### src/rtl/clos_port_arbiter.sv
// -----------------------------------------------------------------------------
// clos_port_arbiter
//
// N-to-1 round-robin arbiter with response routing. One instance sits in front
// of each shared output of a Clos stage (or a TCDM bank port). Each cycle it
// picks one requester, forwards that requester's payload downstream, and tracks
// the granted access through a MemLatency-deep pipeline. The response valid is
// then steered back to the requester that issued the access.
//
// Priority comes from one of two sources, selected by ExtPrio:
//   ExtPrio = 0 : an internal fair round-robin pointer
//   ExtPrio = 1 : rr_i, driven by the network's priority source
//
// Ports
//   clk_i     in   1                    clock
//   rst_ni    in   1                    asynchronous active-low reset
//   req_i     in   NumIn                request per requester
//   wen_i     in   NumIn                1 = store, 0 = load
//   wdata_i   in   NumIn*ReqDataWidth   request payload per requester
//   gnt_o     out  NumIn                grant per requester (combinational)
//   vld_o     out  NumIn                response valid per requester
//   rdata_o   out  NumIn*RespDataWidth  rdata_i broadcast to every requester
//   rr_i      in   IdxW                 external priority pointer
//   req_o     out  1                    request to the shared resource
//   wdata_o   out  ReqDataWidth         payload of the selected requester
//   gnt_i     in   1                    grant from the shared resource
//   rdata_i   in   RespDataWidth        response data from the shared resource
// -----------------------------------------------------------------------------
module clos_port_arbiter #(
    parameter int unsigned NumIn         = 4,
    parameter int unsigned ReqDataWidth  = 32,
    parameter int unsigned RespDataWidth = 32,
    parameter int unsigned MemLatency    = 1,
    parameter bit          WriteRespOn   = 1'b1,
    parameter bit          ExtPrio       = 1'b0,
    localparam int unsigned IdxW         = (NumIn > 1) ? $clog2(NumIn) : 1
) (
    input  logic                            clk_i,
    input  logic                            rst_ni,
    input  logic [NumIn-1:0]                req_i,
    input  logic [NumIn-1:0]                wen_i,
    input  logic [NumIn*ReqDataWidth-1:0]   wdata_i,
    output logic [NumIn-1:0]                gnt_o,
    output logic [NumIn-1:0]                vld_o,
    output logic [NumIn*RespDataWidth-1:0]  rdata_o,
    input  logic [IdxW-1:0]                 rr_i,
    output logic                            req_o,
    output logic [ReqDataWidth-1:0]         wdata_o,
    input  logic                            gnt_i,
    input  logic [RespDataWidth-1:0]        rdata_i
);

    // -------------------------------------------------------------------------
    // Priority pointer and winner selection
    // -------------------------------------------------------------------------
    logic [IdxW-1:0] ptr_q;
    logic [IdxW-1:0] ptr_d;
    logic [IdxW-1:0] ptr_sel;
    logic [IdxW-1:0] win_idx;
    logic [IdxW-1:0] cand;
    logic            found;
    logic            hs;
    logic            resp_v;

    // Pointer values outside 0..NumIn-1 (possible when NumIn is not a power of
    // two) fold back into range, so an out-of-range rr_i still selects fairly.
    always_comb begin
        ptr_sel = IdxW'((ExtPrio ? 32'(rr_i) : 32'(ptr_q)) % NumIn);
    end

    // Scan from the pointer upwards, wrapping at NumIn; first request wins.
    always_comb begin
        // NOTE: every variable gets a default before the loop so no path leaves
        // it unassigned; otherwise synthesis would infer a latch.
        win_idx = '0;
        cand    = '0;
        found   = 1'b0;
        for (int unsigned off = 0; off < NumIn; off++) begin
            cand = IdxW'((32'(ptr_sel) + off) % NumIn);
            if (!found && req_i[cand]) begin
                found   = 1'b1;
                win_idx = cand;
            end
        end
    end

    assign req_o = |req_i;
    assign hs    = req_o & gnt_i;

    always_comb begin
        wdata_o = '0;
        if (req_o) begin
            wdata_o = wdata_i[win_idx*ReqDataWidth +: ReqDataWidth];
        end
    end

    always_comb begin
        gnt_o = '0;
        if (req_o) begin
            gnt_o[win_idx] = gnt_i;
        end
    end

    // The pointer moves just past the winner, but only on an accepted
    // handshake; a stalled request keeps its priority position.
    always_comb begin
        ptr_d = ptr_q;
        if (hs) begin
            ptr_d = IdxW'((32'(win_idx) + 1) % NumIn);
        end
    end

    always_ff @(posedge clk_i or negedge rst_ni) begin
        // NOTE: sequential state uses non-blocking assignments so every flop
        // samples its inputs from before the edge, regardless of block order.
        if (!rst_ni) begin
            ptr_q <= '0;
        end else begin
            ptr_q <= ptr_d;
        end
    end

    // -------------------------------------------------------------------------
    // Response pipeline: one {v, idx} entry per cycle of memory latency
    // -------------------------------------------------------------------------
    logic [MemLatency-1:0] v_q;
    logic [IdxW-1:0]       idx_q [MemLatency];

    // Stores only produce a response when WriteRespOn is set.
    assign resp_v = hs & (WriteRespOn | ~wen_i[win_idx]);

    always_ff @(posedge clk_i or negedge rst_ni) begin
        if (!rst_ni) begin
            v_q <= '0;
        end else begin
            v_q[0] <= resp_v;
            for (int unsigned k = 1; k < MemLatency; k++) begin
                v_q[k] <= v_q[k-1];
            end
        end
    end

    // NOTE: the idx entries carry no reset; they are only observed while the
    // matching v bit is set, and v is cleared by reset.
    always_ff @(posedge clk_i) begin
        idx_q[0] <= win_idx;
        for (int unsigned k = 1; k < MemLatency; k++) begin
            idx_q[k] <= idx_q[k-1];
        end
    end

    always_comb begin
        vld_o = '0;
        vld_o[idx_q[MemLatency-1]] = v_q[MemLatency-1];
    end

    // Response data is shared by all requesters; vld_o qualifies it.
    assign rdata_o = {NumIn{rdata_i}};

endmodule
### config.mk
export PLATFORM = sky130hd
export DESIGN_NAME = clos_port_arbiter
export DESIGN_NICKNAME = d
export VERILOG_FILES = /design/src/rtl/clos_port_arbiter.sv
export SDC_FILE = /design/constraint.sdc
export NUM_CORES = 1
export LEC_CHECK = 0
export BUFFER_PORTS_ARGS = -buffer_cell sky130_fd_sc_hd__buf_2
export CAP_MARGIN = 10
export CELL_PAD_IN_SITES_DETAIL_PLACEMENT = 1
export CELL_PAD_IN_SITES_GLOBAL_PLACEMENT = 2
export CORE_MARGIN = 2
export CORE_UTILIZATION = 14
export CTS_CLUSTER_DIAMETER = 50
export DETAILED_ROUTE_END_ITERATION = 6
export GPL_TIMING_DRIVEN = 0
export PLACE_DENSITY_LB_ADDON = 0.1
export SLEW_MARGIN = 20
export SYNTH_ARGS = -nofsm -noshare
export SYNTH_HDL_FRONTEND = slang
export SYNTH_SLANG_ARGS = --single-unit
### constraint.sdc
create_clock -name clk_i -period 3.3 [get_ports clk_i]
set_input_delay 0.33 -clock clk_i [delete_from_list [all_inputs] [get_ports clk_i]]
set_output_delay 0.33 -clock clk_i [all_outputs]
set_load 0.01 [all_outputs]
# [Word-level counts from Yosys, hierarchy flattened]
# Memories as Yosys holds them, arrays and structs flattened.
# Index checks and enable logic that the tools add are counted.
[word_totals] ff_bits=3 ramBits=2 output_inout_bits=169 word_cells=49 memories=1
[mem_list] memory="idx_q" depth=1 word_bits=2 read_ports=1 rd_ports_with_merged_regs=0 write_ports=1 line_no="127" rtl="logic [IdxW-1:0] idx_q [MemLatency];"
[op_classes] addsub=4 order_cmp=8 shift=1 n_mux=21 bitwise=3 n_reduce_logical=9
[ops] op="$shiftx A128 B8 Y32" count=1
[ops] op="$mux W32" count=1
[ops] op="$lt A2 B3 Y1 const B" count=6
[ops] op="$mux W1" count=9
[ops] op="$and A4 B4 Y4" count=2
[ops] op="$bmux W1 S2" count=4
[ops] op="$mux W2" count=4
[ops] op="$logic_and A1 B1 Y1" count=5
[ops] op="$add A2 B1 Y2 const B" count=2
[ops] op="$add A2 B2 Y2 const B" count=2
[ops] op="$demux W1 S2" count=2
[ops] op="$ge A2 B1 Y1 const B" count=2
[ops] op="$mux W4" count=1
[ops] op="$reduce_or A4 Y1" count=1
[ops] op="$logic_not A1 Y1" count=3
[ops] op="$and A1 B1 Y1" count=1

# [Logic depth before layout (Yosys ltp)]
# Gate-level depths: netlist (run 1).
[depth] word_depth=18 ltp_mapped=6

# [Worst setup path after synthesis (run 1)]
# OpenSTA, ideal clock, no wires.
[synth_timing] kind="flip-flop to output port" from="reg ptr_q[1]" to="out wdata_o[10]" arrival_time_ps=1578 path_slack_ps=1392 path_stages_with_launch=7 path_buffers=2 path_cell_list="dfrtp_1 > mux2_4 > o221ai_4 > buf_12 > buf_12 > mux2i_1 > o22ai_1"
[synth_between] elab_chain_cells=14 elab_cells_between_ends=26 cone_classes="add/sub (3); shift (1); mux (16); reduce/logical (6)"
[synth_rtl] element="start: declaration" line_no="56" rtl="logic [IdxW-1:0] ptr_q;"
[synth_rtl] element="start signal: assignment" line_no="119" rtl="ptr_q <= ptr_d;"
[synth_rtl] element="branches (longest 11 deep; another with $add A2 B1 Y2)"
[synth_rtl] element="$mux W2 *" line_no="80" rtl="if (!found && req_i[cand]) begin"
[synth_rtl] element="$shiftx A128 B8 Y32 *" line_no="93" rtl="wdata_o = wdata_i[win_idx*ReqDataWidth +: ReqDataWidth];"
[synth_rtl] element="$mux W32 *" line_no="92" rtl="if (req_o) begin"
[synth_rtl] element="end: declaration" line_no="48" rtl="output logic [ReqDataWidth-1:0] wdata_o,"
# Every way passes the cells marked *. The select of a mux whose other input is x is not followed.

# [Worst setup path in the final report (run 1)]
[layout_timing] from="reg ptr_q[1]" to="out wdata_o[22]"
# The elaborated chain is that of the path after synthesis.

==> results of run 1 <==
logic make-up (layout without fill, tap and decap cells):
logic type,after synthesis,in the layout,synth area share
DFF,5,5,0.0504
and+or+nand+nor,21,21,0.0510
other,0,3,0
AOI/OAI and AO/OA,40,40,0.121
muxes,65,65,0.287
buffers and inverters,149,457,0.490
power breakdown:
group	leakage [uW]	internal, uW	switching [uW]	total [uW]
logic	0.00244	582	595	1180
clock network	0.0000382	160	39.5	200
registers	0.0000520	76.1	22.7	98.8
worst max-delay path by stage:
stage               startpoint     endpoint  slack, ps  cells after the start
floorplan             ptr_q[1]  wdata_o[10]       1390                      6
global placement      req_i[2]  wdata_o[27]        840                      8
detailed placement    req_i[2]  wdata_o[27]        810                      8
CTS                   ptr_q[1]  wdata_o[27]        600                      7
global route          ptr_q[1]  wdata_o[27]        440                      7
finish                ptr_q[1]  wdata_o[22]        690                      7
layer usage:
metal,up-vias,GRT usage,share of wire
met5,-,0,0.0034
met4,6,0.0447,0.026
met3,24,0.0444,0.075
met2,145,0.293,0.58
met1,1402,0.122,0.32
li1,1468,-,-
layout make-up:
class,count,share of cell area
Inverter,6,0.00541
Antenna cell,3,0.00180
Tap cell,216,0.0649
Buffer,143,0.263
Clock buffer,4,0.0189
Timing Repair Buffer,304,0.366
Multi-Input combinational cell,126,0.252
Sequential cell,5,0.0276
flip-flops by register name, indices dropped and copies added, names as in the netlist:
register,count
idx_q,2
ptr_q,2
v_q,1
layout by cell type (no fill, tap or decap), types with 2 or more instances in the layout:
cell type and instances:
sky130_fd_sc_hd__inv_2 2, sky130_fd_sc_hd__dfrtp_1 3, sky130_fd_sc_hd__dfxtp_1 2, sky130_fd_sc_hd__o22ai_1 34, sky130_fd_sc_hd__buf_2 306, sky130_fd_sc_hd__clkbuf_16 3
sky130_fd_sc_hd__diode_2 3, sky130_fd_sc_hd__mux2i_1 64, sky130_fd_sc_hd__nor2_1 5, sky130_fd_sc_hd__clkbuf_1 6, sky130_fd_sc_hd__inv_1 4, sky130_fd_sc_hd__buf_4 131
sky130_fd_sc_hd__nor2b_1 3, sky130_fd_sc_hd__nand2_1 5, sky130_fd_sc_hd__buf_12 4
metrics by stage:
step,total power (uW),instances,instance area [um2],hold slack (ps)
final,1480,807,4170,432
after global routing,1590,807,4170,450
after CTS,1510,804,4160,432
after detailed placement,1310,799,4070,134
after global placement,1300,799,4070,133
after floorplan,835,280,2280,34.4
==> metrics.md, run 1 <==
| Metric | Value |
|---|---|
| Status | `complete, no violations` |
| Antenna violations before repair | `7` |
| Prevailing post-synth register cell | `sky130_fd_sc_hd__dfrtp_1` |
| Average via count per standard cell | `3.77` |
| Final layout net count | `762` |
| Starting density of the core | `0.144` |
| Final routed wire length divided by cell count | `between 15 and 20 um` |
| Cell class contributing the biggest share of worst-path delay | `buffers and inverters` |
| Power per cell area | `354 mW/mm2` |
| TritonCTS clock tree | `done` |
| Layout cells sized above 1 | `0.762` |
| Std-Cell Rows | `between 40 and 50` |
| Global-route usage over all layers | `0.139` |
| Maximum clock frequency | `between 300 and 400 MHz` |
| Root buf cell | `sky130_fd_sc_hd__clkbuf_16` |
| R2R Path Start | `ptr_q[1]` |
| Kind of end point of the critical path | `output pin` |
| Overall die width | `132 um` |
| Number of distinct library cells after synthesis | `28` |
| H-tree depth | `1` |
| Gate count after technology mapping | `280` |
| Number of primary I/O pins | `342` |
| Count of unresolved DRC violations after routing | `0` |
| Inserted Clock Buffers | `3` |
| Clock input transition at the sequential cells of the worst setup and hold paths | `30 ps` |
| Final min period | `about 2600 ps` |
| Maximum fanout count along the critical path | `10` |
| Hold buffer count at CTS | `1` |
| Final worst clock skew | `0.925 ps` |
| Type of the setup path with the least slack | `flop to output pin` |
| Worst-path cell with the longest stage delay | `sky130_fd_sc_hd__dfrtp_1` |
| Leading post-synthesis cells by cell area | `sky130_fd_sc_hd__buf_4 (43%), sky130_fd_sc_hd__mux2i_1 (28%), sky130_fd_sc_hd__o22ai_1 (9.3%)` |
| Setup repair bufs after CTS | `0` |
| Static power due to leakage | `about 0.0025 uW` |
| Critical path arrival | `2280 ps` |
| Placer congestion estimate | `0.738` |
| Unrepaired setup endpoints after global routing | `false` |
| Part of the Yosys area used for sequential elements | `0.0504` |
| Storage element area | `115 um2` |
| Vias in the first global route | `3304` |
| DRT antenna net count | `0` |
| Synthesis-stage register bit count | `5` |
| Vias after detailed routing | `3045` |
| Most frequent CP cell | `sky130_fd_sc_hd__buf_2` |
| Synth Warn # | `0` |
| Final sum of negative setup slack | `0 ps` |
| Endpoints failing setup | `0` |
| Post-Place Setup Slack | `between 800 and 900 ps` |
| Area occupied by multi-input gates | `about 0.0010 mm2` |
| Clk_lat worst skew | `approximately 230 ps` |
| Transition at the pin with the smallest max-transition slack | `569 ps` |
| Post-cts resize count | `0` |
| Final WS setup | `686 ps` |
| Final core occ | `0.262` |
| Post-synthesis cell type with the largest combined area | `sky130_fd_sc_hd__buf_4` |
| First-pass iteration count of the detailed router | `4` |
| Number of maximum-capacitance violations | `0` |
| Worst-case clock buffer depth | `2` |
| Delay contributed by the slowest stage of the critical path | `490 ps` |
| Cells along the critical path | `nand2_1, a221oi_1, nand2b_1, buf_2, clkbuf_1, o22ai_1, buf_2` |
| Area of the die | `0.0173 mm2` |
| Netlist area before placement | `0.00228 mm2` |
| Synthesized area per cell | `around 8.2 um2` |
| Reg-to-reg critical path endpoint | `ptr_q[1]` |
| Crit share post-route | `0.792` |
| Final Routed Wirelength | `13100 um` |
| Die extent in y | `about 130 um` |
| Internal reg-to-reg setup slack | `1550 ps` |
| Clk sink count | `5` |
| Number of design-rule violations left by the first detailed-router iteration | `40` |
| Pins over their slew limit | `0` |
| Path class of the lowest-slack min-delay path | `input pin to asynchronous set/reset pin` |
| FFs w/ async S/R, synth | `0.600` |
| Count of input and output buffers | `303` |
| Wire length of the first global-routing pass | `18800 um` |
| Peak supply drop | `0.0984 mV` |
| Synthesized netlist net count | `453` |
| Cell count of the worst reg-to-reg path | `6` |
| Fill cell instance count of the final layout | `just over 2000` |
| Library cell with the highest instance count after synthesis | `sky130_fd_sc_hd__buf_4` |
| Largest net degree at the start of global routing | `11` |
| Core Footprint | `0.0159 mm2` |
| Required arrival time at the worst endpoint | `2970 ps` |
| Worst max-slew margin expressed relative to the limit | `0.621` |
| Area growth from synthesis to layout | `82.5%` |
| Startpoint kind of the worst setup timing path | `flop` |
| Placed wire-length estimate after detailed placement | `11700 um` |
| Critical path buffer and inverter count | `3` |
| Leading post-synthesis cells by instance count | `sky130_fd_sc_hd__buf_4 (131), sky130_fd_sc_hd__mux2i_1 (64), sky130_fd_sc_hd__o22ai_1 (34)` |
| Hold Violations, Final | `0` |
| Number of enable-type register cells in the synthesized netlist | `0` |
| Remaining Overflow, GRT | `0` |
| Area share of the leading cell type in the synthesized netlist | `0.431` |
No activity file was read; power rests on OpenSTA's default activity.
==> inputs of run 2 (changes only) <==
--- a/config.mk
+++ b/config.mk
@@ -9,8 +9,9 @@
 export CAP_MARGIN = 10
 export CELL_PAD_IN_SITES_DETAIL_PLACEMENT = 1
 export CELL_PAD_IN_SITES_GLOBAL_PLACEMENT = 2
+export CORE_ASPECT_RATIO = 1.4
 export CORE_MARGIN = 2
-export CORE_UTILIZATION = 14
+export CORE_UTILIZATION = 11
 export CTS_CLUSTER_DIAMETER = 50
 export DETAILED_ROUTE_END_ITERATION = 6
 export GPL_TIMING_DRIVEN = 0
==> constraint.sdc (replaced) <==
create_clock -name clk_i -period 2.3 [get_ports clk_i]
set_input_delay 0.23 -clock clk_i [delete_from_list [all_inputs] [get_ports clk_i]]
set_output_delay 0.23 -clock clk_i [all_outputs]
set_load 0.01 [all_outputs]
==> metrics.md, run 2 (synthesis results as in run 1) <==
| Metric | Value |
|---|---|
| Reg-to-reg critical path endpoint | `ptr_q[1]` |
| Number of maximum-capacitance violations | `0` |
| Placed wire-length estimate after detailed placement | `11900 um` |
| Type of the setup path with the least slack | `flop to output pin` |
| Combinational power share | `0.821` |
| Cell count along the critical path | `8` |
| Required arrival time at the worst endpoint | `2070 ps` |
| Storage element area | `118 um2` |
| Transition at the pin with the smallest max-transition slack | `357 ps` |
| Kind of end point of the critical path | `output pin` |
| Clock power frac | `0.119` |
| Die extent in y | `174 um` |
| Clk sink count | `5` |
| Pins over their slew limit | `0` |
| Net Switching | `1020 uW` |
| Largest net degree at the start of global routing | `11` |
| GRT met3 Usage | `0.0360` |
| Cell count of the worst reg-to-reg path | `8` |
| Int Power | `between 1000 and 1500 uW` |
| Static power due to leakage | `0.00263 uW` |
| TritonCTS clock tree | `done` |
| Final routed wire length divided by cell count | `16.1 um` |
| Clock input transition at the sequential cells of the worst setup and hold paths | `30 ps` |
| Antenna violations before repair | `3` |
| Worst max-slew margin expressed relative to the limit | `0.762` |
| Number of design-rule violations left by the first detailed-router iteration | `65` |
| Path class of the lowest-slack min-delay path | `input pin to asynchronous set/reset pin` |
| Area occupied by multi-input gates | `0.00113 mm2` |
| Clk_lat worst skew | `230 ps` |
| Final worst clock skew | `2.03 ps` |
| Average via count per standard cell | `3.64` |
| Final total power | `2390 uW` |
| H-tree depth | `1` |
| Cell class contributing the biggest share of worst-path delay | `buffers and inverters` |
| Power per cell area | `532 mW/mm2` |
| Number of primary I/O pins | `342` |
| GRT met1 Usage | `0.0978` |
| Startpoint kind of the worst setup timing path | `flop` |
| Fill cell instance count of the final layout | `2575` |
| Inserted Clock Buffers | `3` |
| Final Routed Wirelength | `13800 um` |
| Global-route track usage on met2 | `0.240` |
| Violated checks | `setup timing` |
| Remaining Overflow, GRT | `0` |
| Worst-path cell with the longest stage delay | `sky130_fd_sc_hd__dfrtp_2` |
| Vias in the first global route | `3259` |
| First-pass iteration count of the detailed router | `4` |
| Maximum clock frequency | `~430 MHz` |
| Status | `finished with violations` |
| Most frequent standard cell in the layout excluding fill and tap cells | `sky130_fd_sc_hd__buf_2` |
| Vias after detailed routing | `3113` |
| Peak supply drop | `0.177 mV` |
| Delay contributed by the slowest stage of the critical path | `440 ps` |
| R2R Path Start | `ptr_q[1]` |
| Most frequent cells in the layout | `sky130_fd_sc_hd__buf_2 (305), sky130_fd_sc_hd__buf_4 (132), sky130_fd_sc_hd__mux2i_1 (56), sky130_fd_sc_hd__o22ai_1 (33), sky130_fd_sc_hd__clkbuf_16 (7)` |
| Cells along the critical path | `mux2_4, o221ai_4, buf_12, buf_12, clkbuf_16, mux2i_2, o22ai_1, buf_2` |
| Final min period | `2320 ps` |
| Post-Place Setup Slack | `-103 ps` |
| Share of power burned in registers | `0.059` |
| Final WS setup | `-21.9 ps` |
| Unrepaired setup endpoints after global routing | `true` |
| Worst-case clock buffer depth | `2` |
| Layer with the highest usage | `met2` |
| Maximum fanout count along the critical path | `5` |
| Placer congestion estimate | `0.737` |
| Global-route usage over all layers | `0.112` |
| Core Footprint | `~0.02 mm2` |
| Layout cells sized above 1 | `0.797` |
| Critical path arrival | `2090 ps` |
| Crit share post-route | `1.01` |
| Most frequent CP cell | `sky130_fd_sc_hd__buf_12` |
| Count of unresolved DRC violations after routing | `0` |
| Wire length of the first global-routing pass | `~19000 um` |
| Largest regs | `idx_q: 2 flops, ptr_q: 2 flops, v_q: 1 flops` |
| Final layout net count | `771` |
| Area growth from synthesis to layout | `96.8%` |
| Starting density of the core | `0.111` |
| Root buf cell | `sky130_fd_sc_hd__clkbuf_16` |
| Endpoints failing setup | `5` |
| Internal reg-to-reg setup slack | `540 ps` |
| Hold Violations, Final | `0` |
| DRT antenna net count | `0` |
| Net switching share of the total power | `0.427` |
| Critical path buffer and inverter count | `4` |
| Area of the die | `about 0.022 mm2` |
| Count of input and output buffers | `~300` |
| Std-Cell Rows | `62` |
| Overall die width | `126 um` |
## run 2: stage by stage
step	TNS [ps]	utilization	hold slack [ps]	area, um2	instances
global route	-1870	0.219	353	4490	856
global placement	-669	0.201	29.0	4120	839
finish	-44.1	0.219	335	4490	856
floorplan	0	-	-65.6	2280	280
detailed placement	-1380	0.201	29.4	4120	839
CTS	-2230	0.209	343	4290	848
## run 2: layout make-up
| type | count | share of cell area |
|---|---|---|
| Clock buffer | 4 | 0.0175 |
| Timing Repair Buffer | 313 | 0.378 |
| Buffer | 143 | 0.250 |
| Inverter | 6 | 0.00501 |
| Sequential cell | 5 | 0.0262 |
| Multi-Input combinational cell | 126 | 0.251 |
| Antenna cell | 3 | 0.00167 |
| Tap cell | 256 | 0.0713 |
## run 2: routing by layer
layer	share of wire	vias to the layer above
li1	-	1482
met1	0.29	1439
met2	0.61	182
met3	0.085	10
met4	0.013	0
met5	0	-
## run 2: worst max-delay path by stage
stage                  start           to  slack [ps]
global route        ptr_q[1]  wdata_o[10]        -110
global placement    ptr_q[0]  wdata_o[30]         -50
detailed placement  ptr_q[0]  wdata_o[13]        -100
CTS                 ptr_q[1]  wdata_o[16]        -100
finish              ptr_q[1]  wdata_o[10]         -20
floorplan           ptr_q[1]  wdata_o[10]         490
## run 2: power groups by stage
| stage | Combinational [uW] | Sequential, uW | Clock (uW) |
|---|---|---|---|
| 5_1_grt | 2120 | 147 | 299 |
| 6_report | 1960 | 142 | 285 |
| 4_1_cts | 1840 | 140 | 289 |
| 3_3_place_gp | 1740 | 140 | 0 |
| 2_1_floorplan | 1070 | 131 | 0 |
| 3_5_place_dp | 1750 | 142 | 0 |
## run 2: repair_timing
action | CTS | global route
hold buffers | 1 | 0
pin swaps | 1 | 25
buffers inserted | 4 | 1
endpoints found under the hold margin | 3 | 0
setup endpoints to repair | 33 | 35
gates resized for setup | 12 | 22
cloned | 0 | 4
